### src/rtl/shift_operand_sequencer.sv
// Operand-2 front end for the barrel shifter: decodes one data-processing instruction,
// fetches Rm (and Rs for register shifts) and presents a resolved shift request.
// Latency accept->op_valid: 1 (imm operand), 2 (reg, imm shift), 3 (reg, reg shift); the
// request is held stable until op_ready, and no instruction is accepted outside IDLE.
//
// Ports:
//   clk, reset_n            clock, async active-low reset
//   instr_valid/instr_ready instruction handshake; instr[25] and instr[11:0] are decoded
//   rf_rd_en/rf_addr        combinational register-file read request
//   rf_rdata                register-file data, valid the cycle after the request
//   op_valid/op_ready       shift request handshake
//   b_bus, shift_type, shift_amount_imm, shift_amount_reg, reg_shift, rrx  request fields
module shift_operand_sequencer (
  input  logic        clk,
  input  logic        reset_n,
  input  logic        instr_valid,
  input  logic [31:0] instr,
  output logic        instr_ready,
  output logic        rf_rd_en,
  output logic [3:0]  rf_addr,
  input  logic [31:0] rf_rdata,
  output logic        op_valid,
  input  logic        op_ready,
  output logic [31:0] b_bus,
  output logic [1:0]  shift_type,
  output logic [4:0]  shift_amount_imm,
  output logic [7:0]  shift_amount_reg,
  output logic        reg_shift,
  output logic        rrx
);

  typedef enum logic [1:0] {
    IDLE    = 2'd0,
    READ_RM = 2'd1,
    READ_RS = 2'd2,
    ISSUE   = 2'd3
  } state_t;

  state_t      state_q, state_d;
  logic [11:0] instr_q, instr_d;
  logic        op_valid_q, op_valid_d;
  logic [31:0] b_bus_q, b_bus_d;
  logic [1:0]  shift_type_q, shift_type_d;
  logic [4:0]  shift_amount_imm_q, shift_amount_imm_d;
  logic [7:0]  shift_amount_reg_q, shift_amount_reg_d;
  logic        reg_shift_q, reg_shift_d;
  logic        rrx_q, rrx_d;

  logic        accept;
  logic [4:0]  imm_amt;

  // Only bit 25 and the operand-2 field carry meaning here.
  logic        unused_instr_bits;
  assign unused_instr_bits = ^{instr[31:26], instr[24:12]};

  // Gated by reset_n so the port reads 0 while reset is held, even though state is IDLE.
  assign instr_ready = (state_q == IDLE) && reset_n;
  assign accept      = instr_valid && instr_ready;
  assign imm_amt     = instr_q[11:7];

  // Register-file read port: Rm straight from the offered word in the accept cycle,
  // Rs from the latched word in READ_RM so data lands as READ_RS is entered.
  always_comb begin
    rf_rd_en = 1'b0;
    rf_addr  = 4'd0;
    if (accept && !instr[25]) begin
      rf_rd_en = 1'b1;
      rf_addr  = instr[3:0];
    end else if (state_q == READ_RM && instr_q[4]) begin
      rf_rd_en = 1'b1;
      rf_addr  = instr_q[11:8];
    end
  end

  always_comb begin
    state_d            = state_q;
    instr_d            = instr_q;
    b_bus_d            = b_bus_q;
    shift_type_d       = shift_type_q;
    shift_amount_imm_d = shift_amount_imm_q;
    shift_amount_reg_d = shift_amount_reg_q;
    reg_shift_d        = reg_shift_q;
    rrx_d              = rrx_q;

    case (state_q)
      IDLE: begin
        if (accept) begin
          instr_d = instr[11:0];
          if (instr[25]) begin
            // Rotated 8-bit immediate: ROR by twice the 4-bit rotate field.
            b_bus_d            = {24'b0, instr[7:0]};
            shift_type_d       = 2'b11;
            shift_amount_imm_d = {instr[11:8], 1'b0};
            shift_amount_reg_d = 8'd0;
            reg_shift_d        = 1'b0;
            rrx_d              = 1'b0;
            state_d            = ISSUE;
          end else begin
            state_d = READ_RM;
          end
        end
      end

      READ_RM: begin
        b_bus_d            = rf_rdata;
        shift_type_d       = instr_q[6:5];
        shift_amount_imm_d = 5'd0;
        shift_amount_reg_d = 8'd0;
        reg_shift_d        = 1'b0;
        rrx_d              = 1'b0;
        if (instr_q[4]) begin
          state_d = READ_RS;
        end else begin
          state_d = ISSUE;
          if (imm_amt != 5'd0) begin
            shift_amount_imm_d = imm_amt;
          end else begin
            // A zero amount re-encodes: LSR/ASR #0 mean #32 (beyond the 5-bit
            // immediate path, so route via the register path), ROR #0 means RRX.
            case (instr_q[6:5])
              2'b01, 2'b10: begin
                reg_shift_d        = 1'b1;
                shift_amount_reg_d = 8'd32;
              end
              2'b11: begin
                rrx_d              = 1'b1;
                shift_amount_imm_d = 5'd1;
              end
              default: ;
            endcase
          end
        end
      end

      READ_RS: begin
        shift_amount_reg_d = rf_rdata[7:0];
        shift_amount_imm_d = 5'd0;
        reg_shift_d        = 1'b1;
        rrx_d              = 1'b0;
        state_d            = ISSUE;
      end

      ISSUE: begin
        if (op_ready) begin
          state_d = IDLE;
        end
      end

      default: state_d = IDLE;
    endcase
  end

  assign op_valid_d = (state_d == ISSUE);

  always_ff @(posedge clk or negedge reset_n) begin
    if (!reset_n) begin
      state_q            <= IDLE;
      instr_q            <= 12'd0;
      op_valid_q         <= 1'b0;
      b_bus_q            <= 32'd0;
      shift_type_q       <= 2'd0;
      shift_amount_imm_q <= 5'd0;
      shift_amount_reg_q <= 8'd0;
      reg_shift_q        <= 1'b0;
      rrx_q              <= 1'b0;
    end else begin
      state_q            <= state_d;
      instr_q            <= instr_d;
      op_valid_q         <= op_valid_d;
      b_bus_q            <= b_bus_d;
      shift_type_q       <= shift_type_d;
      shift_amount_imm_q <= shift_amount_imm_d;
      shift_amount_reg_q <= shift_amount_reg_d;
      reg_shift_q        <= reg_shift_d;
      rrx_q              <= rrx_d;
    end
  end

  assign op_valid         = op_valid_q;
  assign b_bus            = b_bus_q;
  assign shift_type       = shift_type_q;
  assign shift_amount_imm = shift_amount_imm_q;
  assign shift_amount_reg = shift_amount_reg_q;
  assign reg_shift        = reg_shift_q;
  assign rrx              = rrx_q;

endmodule

### config.mk
export PLATFORM = sky130hd
export DESIGN_NAME = shift_operand_sequencer
export DESIGN_NICKNAME = d
export VERILOG_FILES = /design/src/rtl/shift_operand_sequencer.sv
export SDC_FILE = /design/constraint.sdc
export NUM_CORES = 1
export LEC_CHECK = 0
export BUFFER_PORTS_ARGS = -buffer_cell sky130_fd_sc_hd__buf_2
export CORE_UTILIZATION = 40
export CTS_CLUSTER_DIAMETER = 40
export DETAILED_ROUTE_END_ITERATION = 12
export PLACE_DENSITY = 0.69
export SYNTH_ARGS = -nofsm -noshare
export SYNTH_HDL_FRONTEND = slang
export SYNTH_SLANG_ARGS = --single-unit
### constraint.sdc
create_clock -name clk -period 4.26 [get_ports clk]
set_input_delay 0.426 -clock clk [delete_from_list [all_inputs] [get_ports clk]]
set_output_delay 0.426 -clock clk [all_outputs]
set_load 0.02 [all_outputs]
* Yosys cells after proc, flatten, opt, wreduce, memory -nomap -nowiden *
Index checks and enable logic that the tools add are counted.

operators by class
  shift-type cells = 0
  add/sub/neg operators = 0
  reduce and logical (&&, ||, !) cells = 13
  multiply operators = 0
  $lt $le $gt $ge = 0
  divide/modulo/power cells = 0
  equal/unequal tests = 9
  bitwise logic cells = 0
  mux-type cells = 37

operator list
  kind                count
  $mux 32             2
  $pmux 32 s2         1
  $pmux 8 s3          1
  $mux 5              4
  $mux 6              3
  $mux 8              2
  $pmux 5 s3          1
  $mux 1              12
  $eq 2x2->1 const B  5
  $mux 2              5
  $mux 4              2
  $pmux 2 s4          1
  $pmux 1 s3          2
  $reduce_and 3->1    2
  $reduce_bool 5->1   1
  $eq 2x1->1 const B  2
  $logic_and 1x1->1   4
  $ne 2x2->1 const B  2
  $pmux 2 s2          1
  $reduce_bool 3->1   1
  $logic_not 2->1     1
  $reduce_and 2->1    1
  $reduce_bool 2->1   1
  $reduce_or 2->1     1
  $logic_not 1->1     1

storage, ports and cells
  register bits after elaboration = 64
  latch bits = 0
  output and inout bits = 56
  memory bits (writable) = 0
  memories kept = 0
  bits in read-only memories = 0

* Logic depth before layout (Yosys ltp) *
Gate-level depths: netlist (run 1).

  word-level depth = 6
  mapped depth = 7
  mapped depth without buffers = 5

* Least setup slack after synthesis (run 1) *
No wires, ideal clock.

  kind = register to output
  from = register state_q[1]
  to = output rf_addr[1]
  data arrival time = 1748 ps
  slack = 2086 ps
  cell stages (with the launch flop) = 8
  cell sequence = dfrtp_1 -> inv_1 -> ha_1 -> buf_2 -> buf_2 -> buf_2 -> nand3_1 -> o21ai_0

between the ends
  word-level cells in the longest chain between the ends = 5

RTL lines
  what                    line  text
  from (decl)             39    state_t state_q, state_d;
  from (signal assigned)  167   state_q <= state_d;
  $logic_not 2->1         57    assign instr_ready = (state_q == IDLE) && reset_n;
  $logic_and 1x1->1       57
  $logic_and 1x1->1       58    assign accept = instr_valid && instr_ready;
  $logic_and 1x1->1       66    if (accept && !instr[25]) begin
  $mux 4 (*)              66
  to (decl)               20    output logic [3:0] rf_addr,

Mark *: on every way between the ends. The rest lies on a longest branch, timed or not.

* Final worst setup path (run 1) *
  from = register state_q[1]
  to = output rf_addr[2]

Same word-level chain as after synthesis.

==> results of run 1 <==
-- power by group through the flow --
stage / Sequential (uW) / Clock [uW] / Combinational [uW]
2_1_floorplan: 1210 / 0 / 917
3_3_place_gp: 977 / 0 / 1510
3_5_place_dp: 986 / 0 / 1550
4_1_cts: 979 / 525 / 1550
5_1_grt: 1010 / 543 / 1680
6_report: 982 / 513 / 1540
-- cell families (layout without fill, tap and decap cells) --
group / Yosys count / in the layout / share of synthesized area
mux: 64 / 64 / 0.243
flops: 60 / 60 / 0.505
simple gates: 60 / 60 / 0.101
buf+inv: 46 / 153 / 0.0732
compound gates: 23 / 23 / 0.0564
fa+ha+maj: 5 / 5 / 0.0210
-- per-stage QoR --
step | hold slack (ps) | utilization | worst slack (ps) | area (sq um) | total power (uW)
after floorplan | 130 | - | 2090 | 2970 | 2130
after global routing | 330 | 0.517 | 1380 | 3730 | 3240
after global placement | 473 | 0.491 | 1740 | 3540 | 2480
after CTS | 319 | 0.517 | 1560 | 3730 | 3060
final | 303 | 0.517 | 1570 | 3730 | 3030
after detailed placement | 477 | 0.491 | 1650 | 3540 | 2540
-- per-layer routing --
metal  vias to the layer above  routed length [microns]
met5                         -                        0
met4                         0                      140
met3                        12                      386
met2                        85                     3330
met1                      1128                     3060
li1                       1077                        -
-- cell type report --
cell class	count	share of cell area
tap	99	0.0332
inverter	33	0.0332
timing repair buffer	106	0.144
sequential	60	0.402
multi-input combinational	152	0.337
clock buffer	12	0.0416
clock inverter	2	0.00939
-- worst paths after layout --
check / from / depth (start not counted) / slack, ps / end
worst max-delay path: state_q[1]$_DFF_PN0_ / 5 / 1570 / rf_addr[2]
worst min-delay path: reset_n / 2 / 300 / shift_amount_imm[1]$_DFFE_PN0P_
worst max register to register: state_q[0]$_DFF_PN0_ / 5 / 1660 / b_bus[19]$_DFFE_PN0P_
worst min register to register: b_bus[4]$_DFFE_PN0P_ / 1 / 490 / b_bus[4]$_DFFE_PN0P_
max in group asynchronous: reset_n / 2 / 3440 / b_bus[4]$_DFFE_PN0P_
min in group clk: rf_rdata[26] / 3 / 330 / b_bus[26]$_DFFE_PN0P_
-- cell usage in the layout (no fill, tap or decap), drive strengths merged, types with 2 or more instances in the layout --
| cell type | instances |
|---|---|
| a22o | 4 |
| a31oi | 4 |
| and3 | 8 |
| and3b | 3 |
| buf | 106 |
| clkbuf | 12 |
| dfrtp | 60 |
| ha | 5 |
| inv | 33 |
| mux2 | 37 |
| mux2i | 27 |
| nand2 | 31 |
| nand2b | 2 |
| nand3 | 4 |
| nor2 | 3 |
| o211ai | 2 |
| o21ai | 4 |
| o22ai | 3 |
==> impl_metrics.tcl, run 1 <==
set metrics [dict create \
    comb_power_share 0.507 \
    flow.area_growth_from_synthesis_pct 25.5 \
    ys_dominant_reg_cell "dfrtp_1" \
    detail-route-antenna-nets 0 \
    post_layout_nonfiller_instances 464 \
    post-synth-top-area-cell "dfrtp_1" \
    floorplan.initialDensity 0.412 \
    final.min_clock_period_ps 2690 \
    seqCellArea_sq_um 1500 \
    largest_net_degree_at_the_start_of_global_routing 64 \
    power.switching_fraction 0.419 \
    unrepaired_setup_endpoints_after_global_routing "no" \
    top_cells_by_area_synth "dfrtp_1 (51%), mux2_2 (9.5%), mux2i_1 (8.8%)" \
    max_stage_delay_ps 780 \
    synthesis.area_per_instance_sq_um 11.5 \
    hold_buffers 0 \
    crit_path_cell_trace "inv_1, ha_2, nand3_1, o21ai_0, buf_2" \
    die-area_sq_um 7780 \
    multiInputGateArea_sq_um 1260 \
    nNetsFinal 435 \
    share_of_post_route_cells_with_drive_strength_above_1 0.427 \
    filler_cells_inserted 715 \
    netlist_instances 258 \
    post_synth_num_cell_types 42 \
    die_y_microns 88.2 \
    sequential_cell_fraction_of_total_power 0.324 \
    bufs_and_invs_on_worst_path 2 \
    die_width_microns 88.2 \
    gp_routability_congestion 0.798 \
    static-leakage-power_uw 0.00202 \
    routed_wire_length_per_instance_microns 14.9 \
    ctsResizeCount 0 \
    leftover_overflow_at_the_end_of_global_routing 0 \
    number_of_max_slew_violations_in_the_final_report 0 \
    synth_most_common_cell "dfrtp_1" \
    clkTransAtPathRegs_ps 70 \
    finalCritPeriodShare 0.632 \
    intPower_uw 1760 \
    place_inst 450 \
    cts.root.buffer_cell "clkbuf_8" \
    cellPowerDensity_nw_per_um2 813 \
    postSynth.asyncResetShare 1.00 \
    post-route-drc-count 0 \
    vdd_drop_max_mv 0.305 \
    clk-insertion-delay-late_ps 330 \
    startpoint_type "flop" \
    postRouteWirelength_microns 6920 \
    setup_viol 0 \
    largest_fanout_on_the_critical_path 44 \
    worst_path_max_delay_cell "ha_2" \
    post_cts_buffers 0 \
    worst_ep_arrival_time_ps 2260 \
    cts.sinks 60 \
    cp.required_ps 3830 \
    yosysWarningCount 0 \
    clockBufferDepth 2 \
    fmax_ghz 0.372 \
    worstHoldPathType "in -> async" \
    synth.yosys.seq_area_share 0.505 \
    finClkSkew_ps 5.28 \
    mappedNetlistArea_sq_um 2970 \
    synthesis.nets 331 \
    clock_tree_from_tritoncts "done" \
    antenna-diode-count 0 \
    core_region_area_sq_um 7210 \
    via_count_of_the_first_global_routing_pass 2164 \
    core.rowCount 31 \
    vias 2302 \
    postSynthRegisterBits 60 \
    max_slew.worst_pin.slew_ps 876 \
    global_route.peak_usage_layer "met2" \
    report.final.hold_viol_count 0 \
    largest_reg_flops 32 \
    endpoint_kind "primary output" \
    grt_usage 0.185 \
    cts-htree-levels 3 \
    grt.met1_usage 0.240 \
    power_spent_charging_and_discharging_nets_uw 1270 \
    io_buffer_count 104 \
    synth_top_cells_by_count "dfrtp_1 (60), inv_1 (32), nand2_1 (30)" \
    place.detailed.hpwl_microns 4910 \
    drt_iter0_drc 40 \
    cpLargestDelayFamily "adder cells" \
    use_met2 0.292 \
    design.portCount 124 \
    synth_top_cell_area_share 0.505 \
    clock_power_share 0.169 \
    gr-usage-met3 0.0410 \
    timing.slew.headroom 0.404 \
    status "complete, no violations" \
    detail_route.vias_per_cell 4.96 \
    grt_antenna_before_repair 0 \
    global_route_wire_length_before_repair_microns 10700 \
    maxCapViolCount 0 \
    synth-edff-count 0 \
    numCtsBuffers 9 \
    setup_total_negative_slack_ps 0 \
    first_pass_iters 5 \
    worst-setup-path-type "reg -> out" \
]
No activity file was read; power rests on OpenSTA's default activity.
==> run 2: changes to the inputs <==
- PLACE_DENSITY: 0.69 -> 0.71
- clock period: 4.26 -> 2.2 ns (I/O delays scaled with it)
==> impl_metrics.tcl, run 2 (synthesis gave the netlist of run 1 again) <==
set metrics [dict create \
    status "complete, no violations" \
    holdPathEnd "b_bus[10]$_DFFE_PN0P_" \
    core_region_area_sq_um 7210 \
    max_slew.worst_pin.slew_ps 724 \
    antenna-diode-count 0 \
    core.rowCount 31 \
    routed_wire_length_per_instance_microns 14.3 \
    setup_viol 0 \
    largest_fanout_on_the_critical_path 8 \
    floorplan.initialDensity 0.412 \
    drt_iter0_drc 71 \
    place.detailed.hpwl_microns 4820 \
    first_pass_iters 4 \
    clockBufferDepth 2 \
    leading_cell_type_in_the_layout_fill_and_taps_excluded "buf_2" \
    worst_path_max_delay_cell "dfrtp_1" \
    worstHoldPathType "in -> reg" \
    report.power.total_uw 5960 \
    clk-insertion-delay-late_ps 330 \
    clkTransAtPathRegs_ps 70 \
    detail_route.vias_per_cell 4.87 \
    maxCapViolCount 0 \
    endpoint_kind "primary output" \
    placed_area_sq_um 3590 \
    clock_tree_from_tritoncts "done" \
    vias 2284 \
    ff2ff_setup_slack_ps 250 \
    hold_path_startpoint "rf_rdata[10]" \
    detail-route-antenna-nets 0 \
    postRouteWirelength_microns 6690 \
    post-route-drc-count 0 \
    static-leakage-power_uw 0.00206 \
    fmax_ghz 0.479 \
    share_of_post_route_cells_with_drive_strength_above_1 0.435 \
    die-area_sq_um 7780 \
    timing.slew.headroom 0.517 \
    report.final.hold_viol_count 0 \
    post_layout_nonfiller_instances 469 \
    io_buffer_count 104 \
    worst_hold_path.num_cells 3 \
    final_critical_path_setup_slack_ps 114 \
    cts.sinks 60 \
    most-common-layout-cells "buf_2 (104), dfrtp_1 (60), inv_1 (32), nand2_1 (30), mux2i_1 (26)" \
    worst_ep_arrival_time_ps 1870 \
    grt_antenna_before_repair 0 \
    holdWs_ps 136 \
    largest_net_degree_at_the_start_of_global_routing 59 \
    final.min_clock_period_ps 2090 \
    finClkSkew_ps 8.57 \
    startpoint_type "flop" \
    crit_path_cell_trace "inv_1, ha_2, and4b_2, nand2_1, o21ai_0, buf_2" \
    finalCritPeriodShare 0.948 \
    reg2reg_from "state_q[1]$_DFF_PN0_" \
    place_ws_ps 241 \
    largest_reg_flops 32 \
    reg2reg_to "shift_type[0]$_DFFE_PN0P_" \
    die_y_microns 88.2 \
    cts.root.buffer_cell "clkbuf_8" \
    worst-setup-path-type "reg -> out" \
    numCtsBuffers 9 \
    vdd_drop_max_mv 0.601 \
    cp.required_ps 1980 \
    die_width_microns 88.2 \
    worst-r2r-cell-count 5 \
    design.portCount 124 \
    grt_usage 0.172 \
    flow.area_growth_from_synthesis_pct 28.2 \
    stdcell_area_sq_um 3810 \
    leftover_overflow_at_the_end_of_global_routing 0 \
    place_inst 453 \
    nNetsFinal 440 \
    global_route_wire_length_before_repair_microns 9960 \
    cellPowerDensity_nw_per_um2 1560 \
    gp_routability_congestion 0.779 \
    via_count_of_the_first_global_routing_pass 2054 \
    max_stage_delay_ps 430 \
    cts-htree-levels 3 \
    number_of_max_slew_violations_in_the_final_report 0 \
]
## run 2: what timing repair did
action / 4_1_cts / 5_1_grt
resized for setup: 1 / 2
endpoints found under the hold margin: 2 / 0
pin swaps: 0 / 1
cloned: 0 / 1
endpoints found under the setup margin: 4 / 5
setup buffers: 0 / 0
hold buffers: 1 / 0
## run 2: final cells by class
| class | count | area, sq um |
|---|---|---|
| Sequential cell | 60 | 1500 |
| Clock inverter | 2 | 35.0 |
| Multi-Input combinational cell | 153 | 1280 |
| Clock buffer | 12 | 155 |
| Fill cell | 679 | 3400 |
| Timing Repair Buffer | 110 | 593 |
| Inverter | 33 | 124 |
| Tap cell | 99 | 124 |
## run 2: worst max path at each step
stage | from | to | cells after the start
after floorplan | state_q[1]$_DFF_PN0_ | rf_addr[1] | 7
after global placement | state_q[0]$_DFF_PN0_ | b_bus[2]$_DFFE_PN0P_ | 5
after detailed placement | state_q[0]$_DFF_PN0_ | b_bus[2]$_DFFE_PN0P_ | 5
after CTS | state_q[0]$_DFF_PN0_ | rf_addr[1] | 6
after global routing | state_q[1]$_DFF_PN0_ | rf_addr[0] | 6
final | state_q[1]$_DFF_PN0_ | rf_addr[1] | 6
## run 2: metrics by stage
stage,utilization,TNS [ps]
2_1_floorplan,-,0
3_3_place_gp,0.497,0
3_5_place_dp,0.497,0
4_1_cts,0.525,0
5_1_grt,0.528,-4.03
6_report,0.528,0
## run 2: worst max-delay path: cells and delay by family, from the launching register on
family / cells / cell delay [ps]
DFF: 1 / 430
and+or+nand+nor: 2 / 390
buffers and inverters: 2 / 330
adders and majority gates: 1 / 320
AOI/OAI and AO/OA: 1 / 70
## run 2: layer usage
| layer | vias up | share of wire | GRT usage |
|---|---|---|---|
| li1 | 1094 | - | - |
| met1 | 1111 | 0.47 | 0.225 |
| met2 | 73 | 0.47 | 0.269 |
| met3 | 6 | 0.050 | 0.0494 |
| met4 | 0 | 0.013 | 0.0718 |
| met5 | - | 0 | 0 |
## run 2: power breakdown
part           internal, uW  leakage (uW)  switching (uW)
combinational          1360       0.00119            1730
sequential             1590      0.000769             315
clock                   572     0.0000983             406
==> run 3: changes to the inputs <==
==> constraint.sdc (replaced) <==
create_clock -name clk -period 2.2 [get_ports clk]
set_input_delay 0.22 -clock clk [delete_from_list [all_inputs] [get_ports clk]]
set_output_delay 0.22 -clock clk [all_outputs]
set_load 0.1 [all_outputs]
==> impl_metrics.tcl, run 3 (synthesis gave the netlist of run 1 again) <==
set metrics [dict create \
    post-route-drc-count 0 \
    max_stage_delay_ps 440 \
    clk-insertion-delay-late_ps 330 \
    share_of_post_route_cells_with_drive_strength_above_1 0.460 \
    place_ws_ps 95.6 \
    most-common-layout-cells "buf_2 (98), dfrtp_1 (60), inv_1 (32), nand2_1 (30), mux2i_1 (26)" \
    endpoint_kind "primary output" \
    grt_antenna_before_repair 0 \
    cts-htree-levels 3 \
    worst_path_max_delay_cell "dfrtp_1" \
    setup_viol 0 \
    postRouteWirelength_microns 6900 \
    finalCritPeriodShare 0.956 \
    via_count_of_the_first_global_routing_pass 2219 \
    io_buffer_count 104 \
    floorplan.initialDensity 0.412 \
    placed_area_sq_um 3700 \
    nNetsFinal 442 \
    vias 2301 \
    grt_usage 0.189 \
    max_slew.worst_pin.slew_ps 576 \
    timing.slew.headroom 0.608 \
    antenna-diode-count 0 \
    worst-setup-path-type "reg -> out" \
    worstHoldPathType "in -> reg" \
    leading_cell_type_in_the_layout_fill_and_taps_excluded "buf_2" \
    routed_wire_length_per_instance_microns 14.6 \
    place.detailed.hpwl_microns 5060 \
    detail-route-antenna-nets 0 \
    drt_iter0_drc 101 \
    clockBufferDepth 2 \
    flow.area_growth_from_synthesis_pct 32.3 \
    gp_routability_congestion 0.903 \
    core_region_area_sq_um 7210 \
    clkTransAtPathRegs_ps 70 \
    global_route_wire_length_before_repair_microns 10900 \
    finClkSkew_ps 5.16 \
    startpoint_type "flop" \
    cpLargestDelayFamily "flip-flops" \
    fmax_ghz 0.475 \
    crit_path_cell_trace "inv_1, ha_2, and4b_2, nand2_1, o21ai_2, buf_12" \
    first_pass_iters 4 \
    final_critical_path_setup_slack_ps 95.9 \
    number_of_max_slew_violations_in_the_final_report 0 \
    detail_route.vias_per_cell 4.86 \
    design.portCount 124 \
    cts.root.buffer_cell "clkbuf_8" \
    largest_reg_flops 32 \
    numCtsBuffers 9 \
    utilization 0.545 \
    cp.required_ps 1980 \
    worst_ep_arrival_time_ps 1880 \
    status "complete, no violations" \
    largest_fanout_on_the_critical_path 6 \
    report.final.hold_viol_count 0 \
    die-area_sq_um 7780 \
    clock_tree_from_tritoncts "done" \
    stdcell_area_sq_um 3930 \
    final.min_clock_period_ps 2100 \
    leftover_overflow_at_the_end_of_global_routing 0 \
    holdWs_ps 124 \
    unrepaired_setup_endpoints_after_global_routing "yes" \
    die_width_microns 88.2 \
    core.rowCount 31 \
    die_y_microns 88.2 \
    maxCapViolCount 0 \
    bufs_and_invs_on_worst_path 2 \
    largest_net_degree_at_the_start_of_global_routing 38 \
    cts.sinks 60 \
]
[run 3: stage by stage]
stage	std cells	setup TNS, ps
2_1_floorplan	258	-662
3_3_place_gp	455	0
3_5_place_dp	455	0
4_1_cts	473	0
5_1_grt	473	-19.7
6_report	473	0
[run 3: routing by layer]
metal  global-route usage  routed length, microns  vias to the layer above  part of all wire
li1                     -                       -                     1100                 -
met1                0.245                    3040                     1097              0.44
met2                0.291                    3220                       86              0.47
met3               0.0373                     388                       18             0.056
met4                0.117                     241                        0             0.035
met5                    0                       0                        -                 0
[run 3: worst register-to-register path, stage by stage, from the launching register on]
cell and delay, ps:
dfrtp_1 440, inv_1 130, ha_2 270, mux2i_4 560
buf_4 320, mux2i_1 220
[run 3: worst paths after layout]
| check | startpoint | to | slack (ps) | depth (start not counted) |
|---|---|---|---|---|
| hold reg to reg | b_bus[4]$_DFFE_PN0P_ | b_bus[4]$_DFFE_PN0P_ | 490 | 1 |
| hold / removal | rf_rdata[31] | b_bus[31]$_DFFE_PN0P_ | 120 | 3 |
| max in group asynchronous | reset_n | b_bus[13]$_DFFE_PN0P_ | 1310 | 3 |
| min in group asynchronous | reset_n | state_q[0]$_DFF_PN0_ | 500 | 3 |
| setup reg to reg | state_q[0]$_DFF_PN0_ | b_bus[8]$_DFFE_PN0P_ | 180 | 5 |
| setup / recovery | state_q[0]$_DFF_PN0_ | rf_addr[3] | 100 | 6 |
[run 3: final cells by class]
type,instances,area (sq um)
flip-flops and latches,60,1500
well taps,99,124
inverters,33,124
clock inverters,4,47.5
fillers,673,3280
clock buffers,12,155
multi-input cells,153,1290
repair buffers,112,693
[run 3: repair_timing]
action,CTS,global route
hold buffers,1,0
cloned,1,0
setup endpoints to repair,5,17
pin swaps,1,0
buffers inserted,0,0
endpoints found under the hold margin,23,0
gates resized for setup,1,4
Power of run 3 is left out: the tool's default activity adds up to more than one toggle a clock period on the data nets, which glitch-free logic cannot reach.
